$ cat config.mk
export PLATFORM = sky130hd
export DESIGN_NAME = sram_burst_reader
export DESIGN_NICKNAME = d
export VERILOG_FILES = /design/src/rtl/sram_burst_reader.sv
export SDC_FILE = /design/constraint.sdc
export NUM_CORES = 1
export LEC_CHECK = 0
export CORE_ASPECT_RATIO = 0.75
export CORE_MARGIN = 2
export CORE_UTILIZATION = 45
export CTS_CLUSTER_SIZE = 28
export DETAILED_ROUTE_END_ITERATION = 10
export PLACE_DENSITY = 0.78
export SYNTH_ARGS = -nofsm -noshare
export SYNTH_HDL_FRONTEND = slang
export SYNTH_SLANG_ARGS = --single-unit
$ cat constraint.sdc
create_clock -name clk -period 3.1 [get_ports clk]
set_input_delay 0.62 -clock clk [delete_from_list [all_inputs] [get_ports clk]]
set_output_delay 0.62 -clock clk [all_outputs]
set_load 0.01 [all_outputs]
$ cat src/rtl/sram_burst_reader.sv
// Read-side burst client for the dual-port SRAM: issues reads, buffers words in a FIFO, streams them out.
// Build option SRAM_RD_WRAP_EN: read address wraps RAM_WIDTH-1 -> 0 and any in-range start address is legal.
module sram_burst_reader #(
    parameter int unsigned ADDR_WIDTH = 4,
    parameter int unsigned DATA_WIDTH = 8,
    parameter int unsigned RAM_WIDTH  = 16,
    parameter int unsigned FIFO_DEPTH = 4
) (
    input  logic                  clk,
    input  logic                  rsr_n,
    input  logic                  i_start,
    input  logic [ADDR_WIDTH-1:0] i_start_addr,
    input  logic [ADDR_WIDTH:0]   i_len,
    output logic                  o_busy,
    output logic                  o_done,
    output logic                  o_err,
    output logic                  o_cs,
    output logic [ADDR_WIDTH-1:0] o_address_r,
    output logic                  o_rd_en,
    input  logic [DATA_WIDTH-1:0] i_read_data,
    output logic                  o_valid,
    output logic [DATA_WIDTH-1:0] o_data,
    input  logic                  i_ready
);
    localparam int unsigned LEN_W = ADDR_WIDTH + 1;
    localparam int unsigned SUM_W = ADDR_WIDTH + 2;
    localparam int unsigned PTR_W = (FIFO_DEPTH > 1) ? $clog2(FIFO_DEPTH) : 1;
    localparam int unsigned CNT_W = PTR_W + 1;
    localparam int unsigned CRD_W = PTR_W + 2;

    typedef enum logic [1:0] {S_IDLE, S_READ, S_DRAIN} state_t;

    state_t                state_q, state_d;
    logic [ADDR_WIDTH-1:0] cur_addr_q, cur_addr_d;
    logic [LEN_W-1:0]      len_q, len_d;
    logic [LEN_W-1:0]      issued_q, issued_d;
    logic                  rd_pend_q;
    logic [DATA_WIDTH-1:0] fifo_mem [FIFO_DEPTH];
    logic [PTR_W-1:0]      wr_ptr_q, rd_ptr_q;
    logic [CNT_W-1:0]      count_q, count_d;
    logic                  busy_d, done_d, err_d, rd_en_d;
    logic [ADDR_WIDTH-1:0] address_r_d;
    logic                  push, pop, credit, cmd_legal;

    function automatic logic [ADDR_WIDTH-1:0] next_addr(input logic [ADDR_WIDTH-1:0] a);
`ifdef SRAM_RD_WRAP_EN
        if (a == ADDR_WIDTH'(RAM_WIDTH - 1)) return '0;
`endif
        return a + ADDR_WIDTH'(1);
    endfunction

`ifdef SRAM_RD_WRAP_EN
    assign cmd_legal = (SUM_W'(i_start_addr) < SUM_W'(RAM_WIDTH)) &&
                       (SUM_W'(i_len) <= SUM_W'(RAM_WIDTH));
`else
    assign cmd_legal = (SUM_W'(i_start_addr) < SUM_W'(RAM_WIDTH)) &&
                       ((SUM_W'(i_start_addr) + SUM_W'(i_len)) <= SUM_W'(RAM_WIDTH));
`endif

    // A read in flight is either on the SRAM pins now or returning data this cycle.
    assign push    = rd_pend_q;
    assign pop     = o_valid && i_ready;
    assign count_d = count_q + CNT_W'(push) - CNT_W'(pop);
    assign credit  = (CRD_W'(count_q) + CRD_W'(o_rd_en) + CRD_W'(rd_pend_q)) < CRD_W'(FIFO_DEPTH);
    assign o_data  = fifo_mem[rd_ptr_q];

    // Next-state and registered-output logic.
    always_comb begin
        state_d     = state_q;
        cur_addr_d  = cur_addr_q;
        len_d       = len_q;
        issued_d    = issued_q;
        rd_en_d     = 1'b0;
        address_r_d = o_address_r;
        done_d      = 1'b0;
        err_d       = 1'b0;
        case (state_q)
            S_IDLE: begin
                if (i_start) begin
                    if (i_len == '0) begin
                        done_d = 1'b1;
                    end else if (!cmd_legal) begin
                        err_d = 1'b1;
                    end else begin
                        len_d       = i_len;
                        rd_en_d     = 1'b1;
                        address_r_d = i_start_addr;
                        cur_addr_d  = next_addr(i_start_addr);
                        issued_d    = LEN_W'(1);
                        state_d     = (i_len == LEN_W'(1)) ? S_DRAIN : S_READ;
                    end
                end
            end
            S_READ: begin
                if (credit) begin
                    rd_en_d     = 1'b1;
                    address_r_d = cur_addr_q;
                    cur_addr_d  = next_addr(cur_addr_q);
                    issued_d    = issued_q + LEN_W'(1);
                    if (issued_d == len_q) state_d = S_DRAIN;
                end
            end
            S_DRAIN: begin
                // Finish in the first cycle with nothing outstanding and the FIFO empty.
                if (!o_rd_en && count_d == '0) begin
                    done_d  = 1'b1;
                    state_d = S_IDLE;
                end
            end
            default: state_d = S_IDLE;
        endcase
        busy_d = (state_d != S_IDLE);
    end

    always_ff @(posedge clk or negedge rsr_n) begin
        if (!rsr_n) begin
            state_q     <= S_IDLE;
            cur_addr_q  <= '0;
            len_q       <= '0;
            issued_q    <= '0;
            rd_pend_q   <= 1'b0;
            o_busy      <= 1'b0;
            o_cs        <= 1'b0;
            o_done      <= 1'b0;
            o_err       <= 1'b0;
            o_rd_en     <= 1'b0;
            o_address_r <= '0;
            o_valid     <= 1'b0;
        end else begin
            state_q     <= state_d;
            cur_addr_q  <= cur_addr_d;
            len_q       <= len_d;
            issued_q    <= issued_d;
            rd_pend_q   <= o_rd_en;
            o_busy      <= busy_d;
            o_cs        <= busy_d;
            o_done      <= done_d;
            o_err       <= err_d;
            o_rd_en     <= rd_en_d;
            o_address_r <= address_r_d;
            o_valid     <= (count_d != '0);
        end
    end

    // Output FIFO; credit accounting keeps pushes away from a full buffer.
    always_ff @(posedge clk or negedge rsr_n) begin
        if (!rsr_n) begin
            for (int i = 0; i < int'(FIFO_DEPTH); i++) fifo_mem[i] <= '0;
            wr_ptr_q <= '0;
            rd_ptr_q <= '0;
            count_q  <= '0;
        end else begin
            if (push) begin
                fifo_mem[wr_ptr_q] <= i_read_data;
                wr_ptr_q           <= wr_ptr_q + PTR_W'(1);
            end
            if (pop) rd_ptr_q <= rd_ptr_q + PTR_W'(1);
            count_q <= count_d;
        end
    end

endmodule
==> results of run 1 <==
layer usage:
layer  share of wire, %  up-vias
li1                   -     1127
met2                 48       54
met3                4.6       10
met5                  0        -
met1                 46     1202
met4                1.6        0
cells by family after synthesis:
logic type                 Yosys count  share of synthesized area, %
DFF                                 65                          48.6
muxes                               52                          20.5
xor gates and xnor gates            12                          3.14
AOI/OAI and AO/OA                   40                          8.53
and+or+nand+nor                     70                          10.5
adders and majority gates           16                          6.43
buffers and inverters               16                          2.36
worst paths after layout:
kind                                         from                          to  slack, ns
worst max-delay path              i_start_addr[1]  o_address_r[3]$_DFFE_PN0P_       0.07
worst min register to register  o_rd_en$_DFF_PN0_              push$_DFF_PN0_       0.45
min in group clk                o_rd_en$_DFF_PN0_              push$_DFF_PN0_       0.45
worst min-delay path                        rsr_n    fifo_mem[21]$_DFFE_PN0P_       0.30
worst max register to register  o_valid$_DFF_PN0_        state_q[1]$_DFF_PN0_       0.50
max in group asynchronous                   rsr_n           o_rd_en$_DFF_PN0_       2.07
through the flow:
stage	utilization (%)	setup slack (ns)	TNS, ns	instance area (sq um)
floorplan	-	0.00319	0	3350
global placement	54.9	-0.353	-5.39	3990
detailed placement	54.9	-0.455	-7.65	3990
CTS	57.5	0.0104	0	4170
global route	58.0	-0.00435	-0.00515	4210
finish	58.0	0.0676	0	4210
cell type report:
| class | instances | area [sq um] |
|---|---|---|
| well taps | 101 | 126 |
| clock inverters | 6 | 35.0 |
| fillers | 577 | 3050 |
| repair buffers | 63 | 568 |
| flip-flops and latches | 65 | 1630 |
| clock buffers | 10 | 128 |
| multi-input cells | 191 | 1700 |
| inverters | 8 | 30.0 |
flip-flops by register name, summed over array words and instances (netlist names), 3 cells and up:
| signal | cells |
|---|---|
| count_q | 3 |
| len_q | 5 |
| fifo_mem | 32 |
| cur_addr_q | 4 |
| o_address_r | 4 |
| issued_q | 5 |
cell usage in the layout, fill, tap and decap left out, types with 2 or more instances in the layout:
master,netlist,routed
fa_1,2,2
or4_4,0,2
nand3_1,10,10
clkinv_2,0,4
a2111oi_4,0,2
or3_1,3,3
clkbuf_8,0,9
xnor2_1,5,5
buf_4,1,25
mux2_2,39,39
nand2_1,22,22
a22o_1,3,3
o21ai_0,13,13
mux2i_1,2,2
o22ai_1,2,2
inv_1,8,8
nor4_1,2,2
ha_1,14,13
a21o_1,3,3
dlymetal6s2s_1,0,2
xor2_1,7,7
and3_1,2,2
a31oi_1,3,3
nor2_1,10,10
o32a_1,2,2
mux2_4,3,3
a21oi_1,4,4
nor2b_1,4,4
clkdlybuf4s50_1,0,35
mux4_2,8,8
nor3_1,5,4
clkinvlp_4,0,2
nand2b_1,3,3
nor3b_1,2,2
dfrtp_1,65,65
worst reg2reg max path, stage by stage, from the launching register on:
cell,delay [ns]
dfrtp_1,0.39
and2_1,0.20
ha_1,0.28
inv_1,0.04
ha_1,0.18
fa_1,0.38
xnor2_1,0.15
or3_1,0.33
nor2_1,0.16
nor2b_1,0.09
a41oi_1,0.18
o2bb2ai_1,0.09
power groups by stage:
stage	Clock, mW	Sequential, mW	Combinational, mW
after floorplan	0	1.51	1.51
after global placement	0	1.64	2.05
after detailed placement	0	1.67	2.13
after CTS	0.621	1.66	2.16
after global routing	0.658	1.73	2.36
final	0.604	1.66	2.15
what timing repair did:
| action | in CTS | in global routing |
|---|---|---|
| gates cloned | 1 | 0 |
| resized for setup | 2 | 6 |
| endpoints found under the setup margin | 13 | 17 |
| pin swaps | 1 | 6 |
| buffers inserted | 0 | 1 |
==> reports/summary.txt, run 1 <==
Status - finished clean
CTS tree - built
Worst-path clk slew - 0.07 ns
Clock Latency Late Sink - 0.34 ns
Final Power - 4.41 mW
Row cnt - 27
WL final - 7.05 mm
Worst EP arrival - 3.26 ns
Startpoint types - primary input
Primary FF master, synth - dfrtp_1
Placed cell count - 426
Vias in the first global route - 2354
Finish-stage setup viols - 0
GRT Total Usage - 18.8%
Worst slew margin - 57.6%
Sw Pwr - 1.58 mW
Worst-Margin Slew - 0.637 ns
Crit share post-route - 97.8%
Routed len/inst - 15.9 microns
Worst Reg-to-Reg Cells - 11
Initial antenna violation count - 0
Minimum clock period - 3.03 ns
Max-slew violation count - 0
Pint - 2.83 mW
Synth area leaders - dfrtp_1 (49%), mux2_2 (13%), mux4_2 (5.4%)
Layout Cells excl Fill - 444
Pre-Repair DR Iteration Count - 4
Worst path depth - 8
M1 GR Usage - 26.1%
Synth cell count leaders - dfrtp_1 (65), mux2_2 (39), nand2_1 (22), ha_1 (14), o21ai_0 (13)
Pin count of the biggest net entering global routing - 30
Core area - 7260 sq um
Vias/cell - 5.39
Clk pwr share - 13.7%
Clock root cell - clkbuf_8
Top cell type's share of synthesized area - 48.6%
Port Buf Inserts - 38
Final nets - 375
Synth async-reset ratio - 100%
CTS buffer count - 9
Clock Sinks - 65
Post-CTS Hold Buffers - 0
Achievable frequency - 0.330 GHz
Routed Antenna Nets - 0
Biggest area consumer among synthesized cells - dfrtp_1
Gr ovfl total - 0
Post-Syn Nets - 308
Critical path class - in -> reg
Critical path's largest stage delay - 0.53 ns
Die H - 78.7 microns
Share of cells above drive strength 1 - 29.4%
Htree depth - 3
Power Dens Cells - 1050 nW/um^2
CTS Buffer Depth - 2
CP required - 3.33 ns
Delay-heaviest family, CP - compound AO/OA/AOI/OAI gates
Initial Util - 46.1%
Final Hold Fails - 0
Met3 usage - 4.65%
Hold slack final - 0.300 ns
Hpwl dp - 5.16 mm
Synthesis-to-layout area growth - 25.8%
CP Buf/Inv Count - 1
Cell variety after synth - 45
Post-Syn Area per Cell - 12.3 sq um
EDFF count, synth - 0
Synth Warn # - 0
Post-synthesis sequential area ratio - 48.6%
# diodes - 0
Ports - 39
Drt drc - 0
GRT met2 Usage - 29.1%
Die footprint - 8150 sq um
Placer Congestion - 0.818
Cell Chain, Critical Path - clkdlybuf4s50_1 > fa_1 > or4_4 > a2111oi_4 > nor3_2 > a31o_1 > o21a_4 > mux2_4
Max IR drop VDD - 497 uV
Fraction of power consumed by sequential logic - 37.6%
Die width - 104 microns
Hold/Removal Path Class - in -> async
Busiest grt layer - met2
CP Capture Type - flip-flop
Cell with the most instances after synthesis - dfrtp_1
FF+latch count, synth - 65
Max Cap Violations - 0
Sw frac - 35.9%
DRT iter0 DRCs - 100
P_leak - 1.83 nW
Crit path max fanout - 6
First-pass GRT wire length - 11.9 mm
Via count - 2393
Mapped Area - 3350 sq um
Worst Skew - 0.00525 ns
Gate power share - 48.7%
Worst path slowest cell - fa_1
Syn Inst Count - 271
No activity file was read; power rests on OpenSTA's default activity.
==> run 2: changes to the inputs <==
--- a/config.mk
+++ b/config.mk
@@ -11,6 +11,7 @@
 export CTS_CLUSTER_SIZE = 28
 export DETAILED_ROUTE_END_ITERATION = 10
 export PLACE_DENSITY = 0.78
+export SLEW_MARGIN = 10
 export SYNTH_ARGS = -nofsm -noshare
 export SYNTH_HDL_FRONTEND = slang
 export SYNTH_SLANG_ARGS = --single-unit
==> results of run 2 <==
Same layout as run 1: the final DEF is identical, and so are final timing and power.
